===== config.mk =====
export PLATFORM = sky130hd
export DESIGN_NAME = tristate_bus_arbiter
export DESIGN_NICKNAME = d
export VERILOG_FILES = /design/src/rtl/tristate_bus_arbiter_pkg.sv /design/src/rtl/tristate_bus_arbiter_rr_pick.sv /design/src/rtl/tristate_bus_arbiter.sv
export SDC_FILE = /design/constraint.sdc
export NUM_CORES = 1
export LEC_CHECK = 0
export ABC_CLOCK_PERIOD_IN_PS = 2500
export BUFFER_PORTS_ARGS = -buffer_cell sky130_fd_sc_hd__buf_2
export CAP_MARGIN = 20
export CORE_UTILIZATION = 51
export CTS_BUF_LIST = sky130_fd_sc_hd__clkbuf_16
export DETAILED_ROUTE_END_ITERATION = 10
export PLACE_DENSITY = 0.76
export SKIP_CTS_REPAIR_TIMING = 1
export SYNTH_ARGS = -nofsm -noshare
export SYNTH_HDL_FRONTEND = slang
export SYNTH_SLANG_ARGS = --single-unit
export TNS_END_PERCENT = 30

===== constraint.sdc =====
create_clock -name clk -period 2.5 [get_ports clk]
set_clock_uncertainty 0.05 [all_clocks]
set_input_delay 0.125 -clock clk [delete_from_list [all_inputs] [get_ports clk]]
set_output_delay 0.125 -clock clk [all_outputs]
set_load 0.02 [all_outputs]

===== src/rtl/tristate_bus_arbiter_pkg.sv =====
// Shared types and helpers for the tri-state bus arbiter.
package tristate_bus_arbiter_pkg;

  typedef enum logic [1:0] {
    IDLE  = 2'd0,
    GRANT = 2'd1,
    TURN  = 2'd2
  } state_t;

  // Index width that never collapses to zero bits, so N=1 still gets a 1-bit id.
  function automatic int clog2w(input int n);
    return (n <= 1) ? 1 : $clog2(n);
  endfunction

endpackage


===== src/rtl/tristate_bus_arbiter_rr_pick.sv =====
// Rotating-priority search: first set req bit starting at ptr and wrapping.
module rr_pick
  import tristate_bus_arbiter_pkg::*;
#(
  parameter int N = 4
) (
  input  logic [N-1:0]          req,
  input  logic [clog2w(N)-1:0]  ptr,
  output logic                  valid,
  output logic [clog2w(N)-1:0]  idx
);

  localparam int IW = clog2w(N);

  int p;

  // Scan from the farthest offset back to ptr so the nearest hit is the last write.
  always_comb begin
    valid = 1'b0;
    idx   = '0;
    p     = 0;
    for (int i = N - 1; i >= 0; i--) begin
      p = int'(ptr) + i;
      if (p >= N) p = p - N;
      if (req[p]) begin
        valid = 1'b1;
        idx   = IW'(p);
      end
    end
  end

endmodule


===== src/rtl/tristate_bus_arbiter.sv =====
// Round-robin owner selection for a shared tri-state bus, with a dead cycle
// between owners so no two buffers are ever enabled across a handover.
module tristate_bus_arbiter
  import tristate_bus_arbiter_pkg::*;
#(
  parameter int N       = 4,
  parameter int W       = 4,
  parameter int MAXHOLD = 8
) (
  input  logic                 clk,
  input  logic                 reset,
  input  logic [N-1:0]         req,
  input  logic [N-1:0]         done,
  output logic [N-1:0]         en,
  output logic [clog2w(N)-1:0] gnt_id,
  output logic                 busy,
  output logic                 turnaround
);

  localparam int IW = clog2w(N);
  localparam int CW = clog2w(MAXHOLD + 1);
  localparam logic [CW-1:0] CMAX = CW'(MAXHOLD);

  if (N < 1 || W < 1 || MAXHOLD < 1) begin : g_param_check
    $error("tristate_bus_arbiter: N, W and MAXHOLD must all be >= 1");
  end

  function automatic logic [N-1:0] onehot(input logic [IW-1:0] i);
    logic [N-1:0] v;
    v    = '0;
    v[i] = 1'b1;
    return v;
  endfunction

  state_t          state, nxt_state;
  logic [IW-1:0]   ptr, nxt_ptr;
  logic [IW-1:0]   nxt_gnt;
  logic [CW-1:0]   cnt, nxt_cnt;
  logic            pick_valid;
  logic [IW-1:0]   pick_idx;
  logic            others_req;
  logic            release_now;

  rr_pick #(.N(N)) u_pick (
    .req   (req),
    .ptr   (ptr),
    .valid (pick_valid),
    .idx   (pick_idx)
  );

  always_ff @(posedge clk) begin
    if (!reset) begin
      state  <= IDLE;
      ptr    <= '0;
      gnt_id <= '0;
      cnt    <= '0;
    end else begin
      state  <= nxt_state;
      ptr    <= nxt_ptr;
      gnt_id <= nxt_gnt;
      cnt    <= nxt_cnt;
    end
  end

  always_comb begin
    nxt_state   = state;
    nxt_ptr     = ptr;
    nxt_gnt     = gnt_id;
    nxt_cnt     = cnt;
    others_req  = |(req & ~onehot(gnt_id));
    // Timeout only forces a release when someone else is actually waiting.
    release_now = done[gnt_id] | ~req[gnt_id] | ((cnt == CMAX) & others_req);
    unique case (state)
      IDLE, TURN: begin
        if (pick_valid) begin
          nxt_state = GRANT;
          nxt_gnt   = pick_idx;
          nxt_cnt   = CW'(1);
        end else begin
          nxt_state = IDLE;
        end
      end
      GRANT: begin
        if (release_now) begin
          nxt_state = TURN;
          nxt_ptr   = (int'(gnt_id) == N - 1) ? '0 : gnt_id + IW'(1);
        end else if (cnt != CMAX) begin
          nxt_cnt = cnt + CW'(1);
        end
      end
      default: nxt_state = IDLE;
    endcase
  end

  always_comb begin
    en         = (state == GRANT) ? onehot(gnt_id) : '0;
    busy       = (state == GRANT);
    turnaround = (state == TURN);
  end

endmodule


==> results.json, run 1 <==
{
  "status": "finished, final reports clean",
  "synth.distinct_cells": 37,
  "ys_warn_count": 0,
  "synth_top_area_cell": "dfxtp_1",
  "critical_path.startpoint_type": "flop",
  "post-route-util_pct": 69.88,
  "yosysMostFrequentCell": "dfxtp_1",
  "end_kind": "flop",
  "peakVddDrop_mv": 0.4279,
  "overflow": 0,
  "dp_hpwl_um": 1337,
  "via_per_inst": 5.849,
  "critPathMaxFanout": 10,
  "place_ws_ns": 0.5877,
  "powerDensity_nw_per_um2": 623.2,
  "grt_max_degree": 12,
  "routedWlPerCell_um": 14.47,
  "fin_crit_sh_pct": 78.53,
  "drive_above_1_share_pct": 26.13,
  "hold_class": "input pin to flop",
  "synthTopCellsByArea": "dfxtp_1 26%, ha_1 9.8%, a21oi_1 5.9%",
  "period_minus_slack_ns": 1.963,
  "synth_cells": 92,
  "cts.sinks": 10,
  "cts.htree.levels": 1,
  "tns_ns": 0,
  "crit_required_ns": 2.62,
  "synth_area_um2": 769.5,
  "dieHeight_um": 40.85,
  "ys.flop_type": "dfxtp_1",
  "finalMaxSlewViolations": 0,
  "rows": 13,
  "antenna_found_initial": 0,
  "rrSetupSlack_ns": 0.54,
  "fmax_ghz": 0.5093,
  "clock_latency_ns": 0.24,
  "synth_common_cells": "10 x dfxtp_1, 9 x a21oi_1, 9 x inv_1",
  "area_growth_pct": 22.60,
  "fin_ws_ns": 0.5367,
  "cts_tree": "yes",
  "synthDominantCellAreaShare_pct": 26.02,
  "postPlaceCellArea_um2": 864.6,
  "max_slew_margin_pct": 75.93,
  "root_buffer": "clkbuf_16",
  "post-route-drc-count": 0,
  "maxCapViolCount": 0,
  "die_w_um": 40.85,
  "grtUsageTotal_pct": 24.77,
  "power_switching_w": 0.0001594,
  "first_iter_violations": 19,
  "switching_share_pct": 27.12,
  "syn_nets": 108,
  "clk_pin_slew_ns": 0.04,
  "grt_setup_unrepaired": "no",
  "cts_buffer_depth": 2,
  "power_leakage_nw": 0.4174,
  "criticalPathCategory": "flop to flop",
  "clkPwrFrac_pct": 48.0,
  "seqPwrFrac_pct": 32.0,
  "portBuffers": 17,
  "combPwrFrac_pct": 20.1,
  "drt.antenna.violating_nets": 0,
  "avgSynthCellArea_um2": 8.364,
  "setup_viol": 0,
  "wirelength_um": 1823,
  "fp.coreArea_um2": 1350,
  "postLayoutCellArea_um2": 943.4,
  "start_util_pct": 57.00,
  "gp_congestion": 0.7719,
  "synthArstFlopShare_pct": 0,
  "cp_data_arrival_time_ns": 2.08,
  "ys_seq_area_share_pct": 26.02,
  "hold_violations": 0,
  "grt_pass1_wl_um": 2622,
  "p_int_w": 0.0004285,
  "antenna_cells": 0,
  "cts_buffers": 3,
  "grt_pass1_vias": 588,
  "ios": 18,
  "vias": 737,
  "finalPower_w": 0.0005879,
  "synth-edff-count": 0,
  "first_pass_iters": 4,
  "fin_nets": 128,
  "worst_slew_pin_slew_ns": 0.3605,
  "die_area_um2": 1668,
  "synth_seq_cells": 10
}
[area by class of cell]
cell class              instances  area [um2]
clock buffers                   3       75.07
clock inverters                 1       3.754
fillers                       121       406.6
inverters                       9       33.78
multi-input cells              71       526.8
flip-flops and latches         10       200.2
well taps                      15       18.77
repair buffers                 17       85.08
[per-stage QoR]
stage          instances  hold slack [ns]
2_1_floorplan         92           0.3284
3_3_place_gp         122           0.4152
3_5_place_dp         122           0.4234
4_1_cts              126           0.1736
5_1_grt              126           0.1977
6_report             126           0.1776
[placed cells by master, fill, tap and decap left out, types with 2 or more instances in the layout]
| cell type | count |
|---|---|
| dfxtp_1 | 10 |
| a41oi_2 | 2 |
| and2_1 | 6 |
| mux2i_1 | 2 |
| ha_1 | 6 |
| buf_2 | 17 |
| or3_1 | 2 |
| o21ai_0 | 4 |
| nor2_1 | 3 |
| nand2b_1 | 4 |
| nand3_1 | 3 |
| clkbuf_16 | 3 |
| inv_1 | 9 |
| or2b_1 | 2 |
| a21oi_1 | 9 |
| nand2_1 | 7 |
[sequential cells by signal, summed over array words and instances (netlist names)]
signal  cells
cnt         4
gnt_id      2
ptr         2
state       2
[critical path, cell delays in order (launching register included)]
cell,delay [ns]
dfxtp_1,0.53
inv_1,0.12
ha_1,0.23
nand2b_1,0.17
a41oi_2,0.27
a21oi_4,0.09
or3_1,0.32
a21oi_1,0.12
[routing by layer]
layer / global-route usage (%) / share of wire [%] / vias up
met5: 0 / 0 / -
met4: 10.83 / 0.93 / 0
met3: 8.152 / 6.4 / 2
met2: 34.38 / 42 / 26
met1: 34.21 / 50 / 339
li1: - / - / 370
[worst paths after layout]
| check | cells after the start | to | startpoint |
|---|---|---|---|
| worst max-delay path | 7 | cnt[1] | gnt_id[0] |
| worst min-delay path | 3 | ptr[1] | reset |
| worst max register to register | 7 | cnt[1] | gnt_id[0] |
| worst min register to register | 2 | ptr[0] | ptr[0] |
[power by group through the flow]
stage                     clock [W]  combinational (W)  sequential (W)
after floorplan                   0          0.0000806        0.000189
after global placement            0           0.000114        0.000189
after detailed placement          0           0.000116        0.000190
after CTS                  0.000289           0.000117        0.000188
after global routing       0.000298           0.000132        0.000189
final                      0.000282           0.000118        0.000188
[cell families after synthesis]
logic type / Yosys count / share of synthesized area (%)
mux: 4 / 6.016
buf+inv: 11 / 5.527
fa+ha+maj: 6 / 9.756
compound gates: 23 / 22.28
simple gates: 38 / 30.41
flops: 10 / 26.02
(Power assumes the default switching activity.)
==> run 2: changes to the inputs <==
--- a/config.mk
+++ b/config.mk
@@ -5,13 +5,14 @@
 export SDC_FILE = /design/constraint.sdc
 export NUM_CORES = 1
 export LEC_CHECK = 0
-export ABC_CLOCK_PERIOD_IN_PS = 2500
+export ABC_AREA = 1
+export ABC_CLOCK_PERIOD_IN_PS = 1900
 export BUFFER_PORTS_ARGS = -buffer_cell sky130_fd_sc_hd__buf_2
 export CAP_MARGIN = 20
-export CORE_UTILIZATION = 51
+export CORE_UTILIZATION = 53
 export CTS_BUF_LIST = sky130_fd_sc_hd__clkbuf_16
 export DETAILED_ROUTE_END_ITERATION = 10
-export PLACE_DENSITY = 0.76
+export PLACE_DENSITY = 0.78
 export SKIP_CTS_REPAIR_TIMING = 1
 export SYNTH_ARGS = -nofsm -noshare
 export SYNTH_HDL_FRONTEND = slang
==> constraint.sdc (replaced) <==
create_clock -name clk -period 1.9 [get_ports clk]
set_clock_uncertainty 0.05 [all_clocks]
set_input_delay 0.095 -clock clk [delete_from_list [all_inputs] [get_ports clk]]
set_output_delay 0.095 -clock clk [all_outputs]
set_load 0.02 [all_outputs]
==> run 2 against run 1 <==
Effect of this change: clock-buffer cell count stayed put; utilization is 0.86 points lower; register-to-register slack worse by 0.37 ns; first-iteration DRC count is 16% higher; sequential cell count stayed put; non-clock buffer count stayed put; total power grew to 3.1 times the previous value; worst setup slack worse by 0.37 ns; critical path depth is 3 higher; maximum frequency is 13% higher; critical endpoint unchanged.
==> results.json, run 2 <==
{
  "status": "finished, final reports clean",
  "antenna_found_initial": 0,
  "first_pass_iters": 4,
  "layout_commonest_cell": "nand2_1",
  "cp_data_arrival_time_ns": 1.85,
  "cts_tree": "yes",
  "area_growth_pct": 20.26,
  "largest_register_ffs": 4,
  "die_w_um": 42.39,
  "post-route-drc-count": 0,
  "synth.distinct_cells": 20,
  "synth_seq_cells": 10,
  "grt_pass1_wl_um": 3360,
  "grt_setup_unrepaired": "no",
  "groute.layer.met2.usage_pct": 44.31,
  "r2r-start": "gnt_id[1]",
  "rows": 14,
  "syn_nets": 154,
  "setup_viol": 0,
  "wirelength_um": 1897,
  "synth-edff-count": 0,
  "vias": 880,
  "synth_common_cells": "36 x nand2_1, 18 x nor2_1, 17 x inv_1",
  "holdPathEnd": "cnt[2]",
  "period_minus_slack_ns": 1.732,
  "root_buffer": "clkbuf_16",
  "fmax_ghz": 0.5775,
  "synth_top_area_cell": "dfxtp_1",
  "gp_congestion": 0.9313,
  "end_kind": "flop",
  "clk_pin_slew_ns": 0.04,
  "hold_class": "input pin to flop",
  "portBuffers": 17,
  "fin_hold_ws_ns": 0.07834,
  "routedWlPerCell_um": 10.90,
  "grt_pass1_vias": 833,
  "synth_area_um2": 864.6,
  "overflow": 0,
  "power_leakage_nw": 0.5378,
  "avgSynthCellArea_um2": 6.265,
  "antenna_cells": 0,
  "cts.sinks": 10,
  "finalMaxSlewViolations": 0,
  "max_slew_margin_pct": 81.42,
  "die_area_um2": 1797,
  "critPathLaunch": "gnt_id[1]",
  "grt_use_met1_pct": 29.57,
  "ys_warn_count": 0,
  "fp.coreArea_um2": 1506,
  "maxCapViolCount": 0,
  "via_per_inst": 5.057,
  "fillers": 137,
  "hold_violations": 0,
  "worst_slew_pin_slew_ns": 0.2768,
  "yosysMostFrequentCell": "nand2_1",
  "r2r_cells": 10,
  "dieHeight_um": 42.39,
  "clock_latency_ns": 0.23,
  "peakVddDrop_mv": 1.328,
  "grt_max_degree": 12,
  "tns_ns": 0,
  "ys_seq_area_share_pct": 23.15,
  "start_util_pct": 57.39,
  "cts.htree.levels": 1,
  "grtUsageTotal_pct": 23.77,
  "criticalPathCategory": "flop to flop",
  "ys.flop_type": "dfxtp_1",
  "drt.antenna.violating_nets": 0,
  "mostFrequentLayoutCells": "36 x nand2_1, 18 x nor2_1, 17 x inv_1, 17 x buf_2",
  "synthDominantCellAreaShare_pct": 23.15,
  "rrSetupSlack_ns": 0.17,
  "synthTopCellsByArea": "dfxtp_1 23%, nand2_1 16%, ha_1 8.7%",
  "fin_nets": 175,
  "synth_cells": 138,
  "top_register": "cnt",
  "critPathMaxFanout": 6,
  "gr-max-usage-layer": "met2",
  "dp_hpwl_um": 1569,
  "worstHoldStart": "reset",
  "fin_crit_sh_pct": 91.14,
  "ios": 18,
  "r2r_end": "cnt[1]",
  "first_iter_violations": 22,
  "cts_buffers": 3,
  "drive_above_1_share_pct": 27.22,
  "critical_path.startpoint_type": "flop",
  "hold_depth": 3,
  "powerDensity_nw_per_um2": 1739,
  "synthArstFlopShare_pct": 0,
  "grt_use_met3_pct": 1.293,
  "cts_buffer_depth": 2,
  "crit_required_ns": 2.01
}
## run 2: cell count changes after synthesis, moves of 3 or more
cell,previous run,this run
inv_1,9,17
nand2_4,0,3
nor2_1,3,18
nand2b_1,4,0
nand2_2,0,9
and2_1,6,0
o21ai_0,4,7
nand2_1,7,36
inv_2,0,4
## run 2: kinds of logic after synthesis
family	after synthesis	share of synthesized area (%)
buf+inv	22	10.42
flops	10	23.15
compound gates	23	15.92
simple gates	77	41.82
fa+ha+maj	6	8.683
## run 2: cell type report
cell class	instances	area, um2	area share (%)
Multi-Input combinational cell	106	574.3	55.23
Sequential cell	10	202.7	19.49
Timing Repair Buffer	17	85.08	8.183
Inverter	21	78.83	7.581
Clock buffer	3	75.07	7.220
Tap cell	16	20.02	1.925
Clock inverter	1	3.754	0.3610
## run 2: worst max path at each step
stage	endpoint	slack [ns]	cells after the start
after floorplan	cnt[0]	0.25	10
after global placement	ptr[1]	0.13	10
after detailed placement	ptr[1]	0.13	10
after CTS	cnt[1]	0.10	9
after global routing	cnt[3]	0.002	10
final	cnt[1]	0.17	10
## run 2: report_power, final
| group | leakage [nW] | switching, W | internal (W) |
|---|---|---|---|
| Combinational | 0.416 | 0.000665 | 0.000360 |
| Clock | 0.0385 | 0.0000937 | 0.000275 |
| Sequential | 0.0832 | 0.000114 | 0.000299 |
| Total | 0.538 | 0.000873 | 0.000935 |
## run 2: metal layers
metal	part of all wire, %	vias to the layer above	routed length [um]
li1	-	473	-
met1	43	393	817
met2	54	12	1025
met3	1.7	2	33
met4	1.0	0	19
met5	0	-	0
## run 2: critical path, stage by stage (launching register included)
cell     delay, ns
dfxtp_2       0.35
inv_1         0.11
ha_1          0.16
inv_1         0.05
nand2_1       0.04
o21ai_0       0.07
o21ai_0       0.15
nand3_1       0.16
nor2_1        0.23
nand3_1       0.13
a21oi_2       0.16
## run 2: stage by stage
step	power (W)	util (%)	worst slack, ns	std cells	area (um2)
after floorplan	0.001222	-	0.2473	138	864.6
after global placement	0.001408	63.62	0.1345	170	958.4
after detailed placement	0.001433	63.62	0.1325	170	958.4
after CTS	0.001810	68.85	0.1006	174	1037
after global routing	0.001986	69.02	0.001600	174	1040
final	0.001808	69.02	0.1683	174	1040
